==> config.mk <==
export PLATFORM = sky130hd
export DESIGN_NAME = pipe_control
export DESIGN_NICKNAME = d
export VERILOG_FILES = /design/src/rtl/pipe_control.sv
export SDC_FILE = /design/constraint.sdc
export NUM_CORES = 1
export LEC_CHECK = 0
export ABC_CLOCK_PERIOD_IN_PS = 2300
export CAP_MARGIN = 40
export CELL_PAD_IN_SITES_DETAIL_PLACEMENT = 1
export CELL_PAD_IN_SITES_GLOBAL_PLACEMENT = 2
export CORE_ASPECT_RATIO = 0.7
export CORE_MARGIN = 3
export CORE_UTILIZATION = 27
export DETAILED_ROUTE_END_ITERATION = 6
export GPL_TIMING_DRIVEN = 0
export HOLD_SLACK_MARGIN = 0.03
export PLACE_DENSITY = 0.73
export SLEW_MARGIN = 20
export SYNTH_ARGS = -nofsm -noshare
export SYNTH_HDL_FRONTEND = slang
export SYNTH_SLANG_ARGS = --single-unit
==> constraint.sdc <==
create_clock -name clk -period 2.3 [get_ports clk]
set_input_delay 0.23 -clock clk [delete_from_list [all_inputs] [get_ports clk]]
set_output_delay 0.23 -clock clk [all_outputs]
set_load 0.01 [all_outputs]
==> src/rtl/pipe_control.sv <==
// Pipelined control for the 5-stage RV32I core: decodes the D-stage instruction and
// carries its control through D/E/M/W, resolving branches/jumps and load-use hazards in E.
module pipe_control #(
   parameter int ALUCTRL_W = 4,
   parameter int RA_W      = 5
) (
   input  logic                 clk,
   input  logic                 rst_n,
   input  logic                 instr_valid_d,
   input  logic [6:0]           op_d,
   input  logic [2:0]           funct3_d,
   input  logic                 funct75_d,
   input  logic [RA_W-1:0]      rs1_d,
   input  logic [RA_W-1:0]      rs2_d,
   input  logic [RA_W-1:0]      rd_d,
   input  logic                 zero_e,
   input  logic                 lt_e,
   input  logic                 ltu_e,
   output logic [2:0]           immsrc_d,
   output logic                 illegal_d,
   output logic                 stall_f,
   output logic                 stall_d,
   output logic                 flush_d,
   output logic                 flush_e,
   output logic                 alusrc_e,
   output logic [ALUCTRL_W-1:0] alucontrol_e,
   output logic                 pcsrc_e,
   output logic                 jalr_e,
   output logic                 memwrite_m,
   output logic                 regwrite_m,
   output logic [RA_W-1:0]      rd_m,
   output logic                 regwrite_w,
   output logic [1:0]           resultsrc_w,
   output logic [RA_W-1:0]      rd_w
);

   localparam logic [6:0] OP_R      = 7'b0110011;
   localparam logic [6:0] OP_I      = 7'b0010011;
   localparam logic [6:0] OP_LOAD   = 7'b0000011;
   localparam logic [6:0] OP_STORE  = 7'b0100011;
   localparam logic [6:0] OP_BRANCH = 7'b1100011;
   localparam logic [6:0] OP_JAL    = 7'b1101111;
   localparam logic [6:0] OP_JALR   = 7'b1100111;
   localparam logic [6:0] OP_LUI    = 7'b0110111;

   typedef enum logic [3:0] {
      ALU_ADD, ALU_SUB, ALU_AND, ALU_OR, ALU_XOR, ALU_SLT,
      ALU_SLTU, ALU_SLL, ALU_SRL, ALU_SRA, ALU_PASSB
   } alu_op_e;

   typedef struct packed {
      logic                 valid;
      logic                 regwrite;
      logic [1:0]           resultsrc;
      logic                 memwrite;
      logic                 branch;
      logic                 jump;
      logic                 jalr;
      logic                 load;
      logic                 alusrc;
      logic [ALUCTRL_W-1:0] alucontrol;
      logic [2:0]           funct3;
      logic [RA_W-1:0]      rd;
   } ctrl_e_t;

   // A bubble has every enable at zero, so M/W need no valid bit of their own.
   typedef struct packed {
      logic            regwrite;
      logic [1:0]      resultsrc;
      logic            memwrite;
      logic [RA_W-1:0] rd;
   } ctrl_m_t;

   typedef struct packed {
      logic            regwrite;
      logic [1:0]      resultsrc;
      logic [RA_W-1:0] rd;
   } ctrl_w_t;

   function automatic alu_op_e arith_op(input logic [2:0] f3, input logic f75, input logic is_r);
      case (f3)
         3'b000: if (is_r && f75) arith_op = ALU_SUB; else arith_op = ALU_ADD;
         3'b001: arith_op = ALU_SLL;
         3'b010: arith_op = ALU_SLT;
         3'b011: arith_op = ALU_SLTU;
         3'b100: arith_op = ALU_XOR;
         3'b101: if (f75) arith_op = ALU_SRA; else arith_op = ALU_SRL;
         3'b110: arith_op = ALU_OR;
         default: arith_op = ALU_AND;
      endcase
   endfunction

   ctrl_e_t dec, ex;
   ctrl_m_t mem;
   ctrl_w_t wb;
   alu_op_e alu;
   logic    illegal, rs1_used, rs2_used, cond, load_use;

   always_comb begin
      // NOTE: every output of this block gets a default first, so no path can infer a latch.
      dec      = '0;
      alu      = ALU_ADD;
      immsrc_d = 3'b000;
      illegal  = 1'b0;
      rs1_used = 1'b0;
      rs2_used = 1'b0;
      if (instr_valid_d) begin
         case (op_d)
            OP_R: begin
               dec.regwrite = 1'b1;
               alu          = arith_op(funct3_d, funct75_d, 1'b1);
               rs1_used     = 1'b1;
               rs2_used     = 1'b1;
            end
            OP_I: begin
               dec.regwrite = 1'b1;
               dec.alusrc   = 1'b1;
               alu          = arith_op(funct3_d, funct75_d, 1'b0);
               rs1_used     = 1'b1;
            end
            OP_LOAD: begin
               dec.regwrite  = 1'b1;
               dec.resultsrc = 2'b01;
               dec.load      = 1'b1;
               dec.alusrc    = 1'b1;
               rs1_used      = 1'b1;
            end
            OP_STORE: begin
               dec.memwrite = 1'b1;
               dec.alusrc   = 1'b1;
               immsrc_d     = 3'b001;
               rs1_used     = 1'b1;
               rs2_used     = 1'b1;
            end
            OP_BRANCH: begin
               if (funct3_d[2:1] == 2'b01) begin
                  illegal = 1'b1;
               end else begin
                  dec.branch = 1'b1;
                  alu        = ALU_SUB;
                  immsrc_d   = 3'b010;
                  rs1_used   = 1'b1;
                  rs2_used   = 1'b1;
               end
            end
            OP_JAL: begin
               dec.regwrite  = 1'b1;
               dec.resultsrc = 2'b10;
               dec.jump      = 1'b1;
               immsrc_d      = 3'b011;
            end
            OP_JALR: begin
               dec.regwrite  = 1'b1;
               dec.resultsrc = 2'b10;
               dec.jump      = 1'b1;
               dec.jalr      = 1'b1;
               dec.alusrc    = 1'b1;
               rs1_used      = 1'b1;
            end
            OP_LUI: begin
               dec.regwrite = 1'b1;
               dec.alusrc   = 1'b1;
               alu          = ALU_PASSB;
               immsrc_d     = 3'b100;
            end
            default: illegal = 1'b1;
         endcase
         if (!illegal) begin
            dec.valid      = 1'b1;
            dec.alucontrol = ALUCTRL_W'(alu);
            dec.funct3     = funct3_d;
            dec.rd         = rd_d;
         end
      end
      illegal_d = illegal;
   end

   always_comb begin
      case (ex.funct3)
         3'b000:  cond = zero_e;
         3'b001:  cond = ~zero_e;
         3'b100:  cond = lt_e;
         3'b101:  cond = ~lt_e;
         3'b110:  cond = ltu_e;
         3'b111:  cond = ~ltu_e;
         default: cond = 1'b0;
      endcase
   end

   assign pcsrc_e  = ex.valid & (ex.jump | (ex.branch & cond));
   assign load_use = ex.valid & ex.load & (ex.rd != '0) &
                     (((ex.rd == rs1_d) & rs1_used) | ((ex.rd == rs2_d) & rs2_used));

   // A redirect squashes D anyway, so it overrides a coincident stall.
   assign stall_f = load_use & ~pcsrc_e;
   assign stall_d = load_use & ~pcsrc_e;
   assign flush_d = pcsrc_e;
   assign flush_e = pcsrc_e | load_use;

   // NOTE: pipeline state uses non-blocking assignments so each stage samples the old value of the previous one.
   always_ff @(posedge clk or negedge rst_n) begin
      if (!rst_n) begin
         ex  <= '0;
         mem <= '0;
         wb  <= '0;
      end else begin
         ex  <= flush_e ? '0 : dec;
         mem <= '{regwrite: ex.regwrite, resultsrc: ex.resultsrc, memwrite: ex.memwrite, rd: ex.rd};
         wb  <= '{regwrite: mem.regwrite, resultsrc: mem.resultsrc, rd: mem.rd};
      end
   end

   assign alusrc_e     = ex.alusrc;
   assign alucontrol_e = ex.alucontrol;
   assign jalr_e       = ex.jalr;
   assign memwrite_m   = mem.memwrite;
   assign regwrite_m   = mem.regwrite;
   assign rd_m         = mem.rd;
   assign regwrite_w   = wb.regwrite;
   assign resultsrc_w  = wb.resultsrc;
   assign rd_w         = wb.rd;

endmodule

---- Yosys cells after proc, flatten, opt, wreduce, memory -nomap -nowiden ----
Cells that the tools add are included.
word-level totals
  register bits after elaboration ......... 39
  input port bits ......................... 32
  word-level logic and storage cells ...... 96
operators by class
  eq/ne operators ......................... 22
  muxes and demuxes ....................... 31
  bitwise logic cells ..................... 15
  reductions and logical operators ........ 9
operators by type and width
  cell                number
  $pmux 4 s7          2
  $mux 22             2
  $eq 3x3->1 const B  7
  $eq 7x6->1 const B  3
  $eq 7x7->1 const B  3
  $mux 1              17
  $pmux 4 s4          1
  $mux 12             1
  $pmux 3 s4          1
  $eq 5x5->1          2
  $reduce_or 5->1     2
  $and 1x1->1         8
  $eq 7x2->1 const B  1
  $eq 7x5->1 const B  1
  $reduce_or 7->1     1
  $eq 3x1->1 const B  2
  $eq 3x2->1 const B  2
  $logic_not 3->1     2
  $pmux 1 s2          3
  $pmux 1 s6          1
  $reduce_or 6->1     1
  $reduce_bool 5->1   1
  $not 1->1           4
  $pmux 2 s2          1
  other kinds (5)     8

---- Longest topological paths before layout ----
Gate-level depths: netlist of run 1.
  depth after elaboration ................. 9
  gate-level depth with buffers ........... 8

---- Least setup slack after synthesis of run 1 ----
OpenSTA, ideal clock, no wires.
  kind .................................... reg-to-output
  start point ............................. register ex[1] (netlist bit)
  end point ............................... output stall_f
  arrival time ............................ 1.815 ns
  slack ................................... 0.255 ns
  stages on the path, launching flop included .. 8
  path buffers ............................ 2
  cells stage by stage .................... dfrtp_1 > xor2_1 > nor4_1 > nand4_1 > a211oi_2 > buf_6 > and2b_1 > buf_4
on the way
  word-level cells in the longest chain between the ends .. 5
ends and longest elaborated chain
  item                    RTL line  source
  from (decl)             93        ctrl_e_t dec, ex;
  from (signal assigned)  207       ex <= flush_e ? '0 : dec;
  $eq 5x5->1              192       (((ex.rd == rs1_d) & rs1_used) | ((ex.rd == rs2_d) & rs2_used));
  $and 1x1->1             192
  $or 1x1->1              192
  $and 1x1->1 (*)         191       assign load_use = ex.valid & ex.load & (ex.rd != '0) &
  $and 1x1->1 (*)         --
  to (decl)               21        output logic stall_f,
Mark *: on every way between the ends. The rest lies on a longest branch, timed or not.

---- Final worst setup path of run 1 ----
  start point ............................. register ex[4] (netlist bit)
  end point ............................... output flush_e
on the way
  word-level cells in the longest chain between the ends .. 5
ends and longest elaborated chain
  item             RTL line  source
  $eq 5x5->1       192
  $and 1x1->1      192
  $or 1x1->1       192
  $and 1x1->1 (*)  191
  $or 1x1->1 (*)   198       assign flush_e = pcsrc_e | load_use;
  to (decl)        24        output logic flush_e,
Marked as above.

==> results of run 1 <==
-- cell families after synthesis --
group,count (synthesis),synth area share (%)
buffers and inverters,21,7.84
xor gates and xnor gates,14,6.99
DFF,38,54.2
AOI/OAI and AO/OA,19,7.91
muxes,2,1.21
and+or+nand+nor,56,21.9
-- per-stage QoR --
| stage | setup TNS (ps) | cells | setup slack (ps) | instance area (um2) | hold slack (ps) |
|---|---|---|---|---|---|
| 6_report | -219 | 309 | -106 | 2780 | 340 |
| 4_1_cts | -326 | 304 | -172 | 2730 | 338 |
| 2_1_floorplan | 0 | 150 | 255 | 1760 | -65.6 |
| 3_5_place_dp | -3700 | 286 | -766 | 2470 | 187 |
| 5_1_grt | -579 | 309 | -215 | 2780 | 355 |
| 3_3_place_gp | -3660 | 285 | -764 | 2450 | 334 |
-- placed cells by master, fill, tap and decap left out, drive strengths merged, types with 2 or more instances in the layout --
cell type and instances:
nand3 2, a31oi 2, clkdlybuf4s50 49, clkbuf 8, and2 2, clkinvlp 2, or4 2, xor2 8
inv 3, buf 34, nor2b 4, nor2 3, xnor2 6, nand4 3, dlymetal6s2s 2, nand4b 2
nor4b 6, nor4 13, dlygate4sd2 5, nand2 4, nand2b 2, a211oi 2, nor3 7, a32oi 2
o21ai 5, a21oi 3, dfrtp 38
-- worst reg2reg max path, stage by stage, from the launching register on --
cell and delay [ps]:
dfrtp_1 430, buf_6 140, or4_4 430, o2111ai_4 220, a211oi_4 70, buf_4 160
buf_6 110, buf_4 120, buf_4 120, nor4b_1 260
-- final cells by class --
| type | count | area [um2] | share of cell area (%) |
|---|---|---|---|
| Buffer | 16 | 119 | 4.27 |
| Clock buffer | 5 | 68.8 | 2.47 |
| Clock inverter | 3 | 45.0 | 1.62 |
| Inverter | 3 | 11.3 | 0.405 |
| Multi-Input combinational cell | 91 | 738 | 26.5 |
| Sequential cell | 38 | 952 | 34.2 |
| Tap cell | 75 | 93.8 | 3.37 |
| Timing Repair Buffer | 78 | 754 | 27.1 |
-- flip-flops by register name (all words and copies together) (netlist names) --
register / cells
alucontrol_e: 4
alusrc_e: 1
ex: 15
jalr_e: 1
mem: 2
memwrite_m: 1
rd_m: 5
rd_w: 5
regwrite_m: 1
regwrite_w: 1
resultsrc_w: 2
-- routing by layer --
layer / track usage, % / vias up
li1: - / 705
met1: 19.7 / 721
met2: 21.6 / 51
met3: 4.84 / 5
met4: 3.93 / 0
met5: 0 / -
-- power by group --
part | internal, uW | leakage [uW] | switching [uW]
registers | 674 | 0.000528 | 3.62
logic | 89.1 | 0.000679 | 75.7
clock network | 322 | 0.0000504 | 242
-- timing repair --
action,in CTS,in global routing
gates resized for setup,39,7
endpoints found under the hold margin,15,0
pin swaps,9,7
setup buffers,11,6
endpoints found under the setup margin,8,6
hold buffers,1,0
-- worst min path at each step --
stage	start	to	depth (start not counted)
after CTS	op_d[4]	alucontrol_e[2]	3
after detailed placement	rst_n	rd_w[0]	1
after global placement	mem[7]	resultsrc_w[1]	0
after global routing	op_d[4]	alucontrol_e[1]	3
after floorplan	rst_n	alucontrol_e[0]	0
final	op_d[4]	alucontrol_e[2]	3
==> results.md, run 1 <==
- Status: finished, violations left
- Failing checks: negative setup slack
- Area growth from synthesis to layout: 58.5%
- WL met2: 2280 um
- Critical path capture point type: primary output
- PortBufs: 60
- Fillers: 652
- DR iter-0 viols: 26
- Number of synthesized register bits: 38
- Crit path largest cell delay: 430 ps
- DRC: 0
- Number of flops mapped to enable cells by yosys: 0
- Die width: 102 um
- Period utilization: 105%
- Pin count of the biggest net entering global routing: 24
- Routed via count: 1482
- Vias in the first global route: 1517
- Critical path peak fanout: 4
- First-pass GRT wire length: ~8100 um
- Required time of the critical path: 2070 ps
- Syn Nets: 182
- CP max-delay cell: dfrtp_1
- Routed Antenna Nets: 0
- Crit path DAT: ~2200 ps
- Die height: 73.5 um
- Area leader, netlist: dfrtp_1
- Clk buf depth: 2
- Design Power: ~1400 uW
- CP top delay family: simple AND/OR/NAND/NOR gates
- Vias per cell: 4.80
- CTS clk-pin slew, worst paths: 70 ps
- Pwr dens: 505 nW/um2
- Met3 wire len: between 300 and 400 um
- FF-to-FF path depth: 9
- Hold/Removal Path Class: input pin to flop
- Sequential share of the synthesized area: between 50% and 60%
- Mapped cell area: 1760 um2
- Slew HR: ~70%
- FP Rows: 23
- CP dominant cell by count: buf_6
- TritonRoute pass-1 iters: 4
- RSZ-0062 raised after global routing: true
- Top cells by count, synth: 38 x dfrtp_1, 12 x nor4_1, 11 x buf_4
- Num Clock Sinks: 38
- Post-synth top area share: roughly 54%
- Post-synth ARST share: 100%
- Post-synth top flop: dfrtp_1
- Final Max Tran Viols: 0
- Reg-to-reg slack, setup: 140 ps
- Final hold vios: 0
- Crit. path cell count: 8
- Final worst setup slack: -106 ps
- DRT met1 WL: 2420 um
- Highest Signal Layer: met4
- CP bufs+invs: 4
- Initial antenna violation count: 0
- Htree depth: 2
- Fmax: 416 MHz
- Avg WL per Cell: 16.5 um
- Worst IR drop on VDD: around 0.20 mV
- GRT Residual Overflow: 0
- Gpl congestion: 0.814
- Starting Density: 29.2%
- CTS buffer count: 5
- Syn. warnings: 0
- Clk_lat worst skew: 290 ps
- Setup crit start: ex[4]
- Crit path cell chain: buf_6, or4_4, o2111ai_4, a211oi_4, buf_4, buf_6, or2_1, buf_2
- Max_cap viols: 0
- Boundary pin count: 62
- Die area: between 7000 and 8000 um2
- FF-to-FF Start: ex[4]
- Total track usage: ~14%
- Fin util: a little under half
- Worst setup endpoint: flush_e
- Min cycle time layout: 2410 ps
- Synth Instances: 150
- CTS tree: built
- Final setup fails: 3
- Avg Inst Size Synth: 11.7 um2
- Reg-to-Reg End: ex[2]
- Most frequent cell after synthesis: dfrtp_1
- Core ar.: roughly 6000 um2
- DP HPWL: 3760 um
- Lkg Pwr: 0.00126 uW
- Clk root buf: clkbuf_8
- Worst-case clock skew: approximately 7.8 ps
- Ranking of synthesized cells by area: dfrtp_1 54%, buf_4 4.7%, nor4_1 4.3%, xor2_1 4.0%, xnor2_1 3.0%
- Kind of critical path: flop to primary output
- Proportion of layout cells with a drive suffix above 1: 27.4%
- Final net count: 265
- Worst slew pin tran: around 450 ps
- Synth cell types: 42
- Crit start category: flop
- Number of diodes: 0
- Post-Route WL: 5090 um
Power figures use the tool's default switching activity.
==> inputs of run 2 (changes only) <==
--- a/config.mk
+++ b/config.mk
@@ -10,7 +10,7 @@
 export CELL_PAD_IN_SITES_DETAIL_PLACEMENT = 1
 export CELL_PAD_IN_SITES_GLOBAL_PLACEMENT = 2
 export CORE_ASPECT_RATIO = 0.7
-export CORE_MARGIN = 3
+export CORE_MARGIN = 2
 export CORE_UTILIZATION = 27
 export DETAILED_ROUTE_END_ITERATION = 6
 export GPL_TIMING_DRIVEN = 0
==> run 2 against run 1 <==
Net effect: the run still ends with negative setup slack left; via count decreased by 0.47%; clock power down 7.6%; critical path depth did not move.
==> results.md, run 2 (synthesized netlist as in run 1, its figures left out) <==
- Clk buf depth: 2
- Avg WL per Cell: 15.3 um
- Proportion of layout cells with a drive suffix above 1: between 20% and 30%
- FF-to-FF Start: ex[2]
- Area growth from synthesis to layout: 58.4%
- Crit start category: flop
- Most common cell after layout, fill and taps aside: clkdlybuf4s50_1
- Fmax: 411 MHz
- Crit path DAT: 2200 ps
- Clk_lat worst skew: 290 ps
- CP dominant cell by count: buf_6
- DRC: 0
- Worst-case clock skew: between 5 and 6 ps
- FF-to-FF path depth: 7
- CTS clk-pin slew, worst paths: 70 ps
- Num Clock Sinks: 38
- Clk root buf: clkbuf_8
- Gpl congestion: 0.845
- Initial antenna violation count: 0
- DR iter-0 viols: 34
- Die area: 7170 um2
- Pwr dens: 490 nW/um2
- Top reg by flops: ex
- Period utilization: 106%
- Min cycle time layout: 2430 ps
- Htree depth: 2
- Worst setup endpoint: stall_f
- Final net count: around 260
- CP bufs+invs: 3
- Crit path largest cell delay: roughly 420 ps
- CP top delay family: simple AND/OR/NAND/NOR gates
- Core ar.: between 6000 and 7000 um2
- DP Area: 2470 um2
- Vias in the first global route: 1536
- Crit path cell chain: xor2_1, nor4_2, nand4_1, a211oi_4, buf_6, and2b_1, buf_4, buf_6
- CTS buffer count: 5
- Required time of the critical path: 2070 ps
- Worst slew pin tran: 412 ps
- Final hold vios: 0
- Finished Cell Area: 2780 um2
- Setup crit start: ex[0]
- Critical path capture point type: primary output
- DP HPWL: around 3400 um
- Die width: approximately 100 um
- DP Worst Slack: -734 ps
- Starting Density: 28.1%
- Routed via count: 1475
- Final setup fails: 3
- CP max-delay cell: dfrtp_2
- Failing checks: negative setup slack
- Largest register FFs: 15
- Hold/Removal Path Class: input pin to asynchronous set/reset pin
- Reg-to-Reg End: ex[2]
- Number of diodes: 0
- TritonRoute pass-1 iters: 4
- Reg-to-reg slack, setup: 160 ps
- Total track usage: 14.3%
- FP Rows: 24
- Final worst setup slack: -134 ps
- Boundary pin count: 62
- First-pass GRT wire length: 7920 um
- Kind of critical path: flop to primary output
- Status: finished, violations left
- Worst IR drop on VDD: 0.224 mV
- Final Max Tran Viols: 0
- Routed Antenna Nets: 0
- Most frequent cells in the layout: 51 x clkdlybuf4s50_1, 37 x dfrtp_1, 22 x buf_4, 11 x nor4_1, 9 x clkbuf_8
- Slew HR: 72.2%
- RSZ-0062 raised after global routing: true
- Crit. path cell count: 8
- Vias per cell: 4.74
- Fillers: 671
- Pin count of the biggest net entering global routing: 31
- Critical path peak fanout: 2
- Die height: 71.5 um
- Lkg Pwr: 0.00125 uW
- CTS tree: built
- PortBufs: 60
- Post-Route WL: between 4000 and 5000 um
- Max_cap viols: 0
- GRT Residual Overflow: 0
-- run 2: through the flow --
stage                     std cells  power (uW)  util (%)  setup TNS (ps)  hold WS [ps]
after CTS                       307        1370      43.5           -49.9           329
after detailed placement        289         841      39.5           -3600           102
after floorplan                 150         741         -               0         -65.6
final                           311        1360      44.5            -231           333
after global placement          288         837      39.3           -3670           335
after global routing            311        1430      44.5            -512           343
-- run 2: worst register-to-register path, delay by kind of cell (launching register included) --
| kind | cells | cell delay [ps] |
|---|---|---|
| and+or+nand+nor | 2 | 820 |
| buffers and inverters | 3 | 460 |
| DFF | 1 | 430 |
| AOI/OAI and AO/OA | 2 | 320 |
-- run 2: repair_timing --
item	CTS	global route
endpoints found under the hold margin	8	0
setup endpoints to repair	8	8
buffers inserted	10	4
gates cloned	0	0
resized for setup	36	11
hold buffers	1	0
pin swaps	9	2
-- run 2: report_power, final --
part           switching (uW)  total (uW)  internal [uW]
combinational            74.2         163           89.0
sequential               3.31         677            674
clock                     219         521            302
-- run 2: how the worst min path moves through the flow --
stage / from / end
after global placement: mem[6] / resultsrc_w[0]
after CTS: rst_n / rd_m[2]
after floorplan: rst_n / alucontrol_e[0]
final: rst_n / rd_w[2]
after global routing: rst_n / rd_w[2]
after detailed placement: rst_n / rd_m[2]
-- run 2: layer usage --
metal  vias up  GRT usage, %  wire [um]
met1       712          21.0       2370
met3         5          3.61        289
met4         0          4.57         49
li1        705             -          -
met2        53          20.7       2060
met5         -             0          0
-- run 2: cell type report --
cell class | count | area, um2 | area share (%)
plain buffers | 17 | 130 | 4.68
well taps | 78 | 97.6 | 3.51
multi-input cells | 91 | 744 | 26.8
inverters | 3 | 11.3 | 0.405
clock buffers | 8 | 110 | 3.96
repair buffers | 76 | 734 | 26.4
flip-flops and latches | 38 | 952 | 34.2
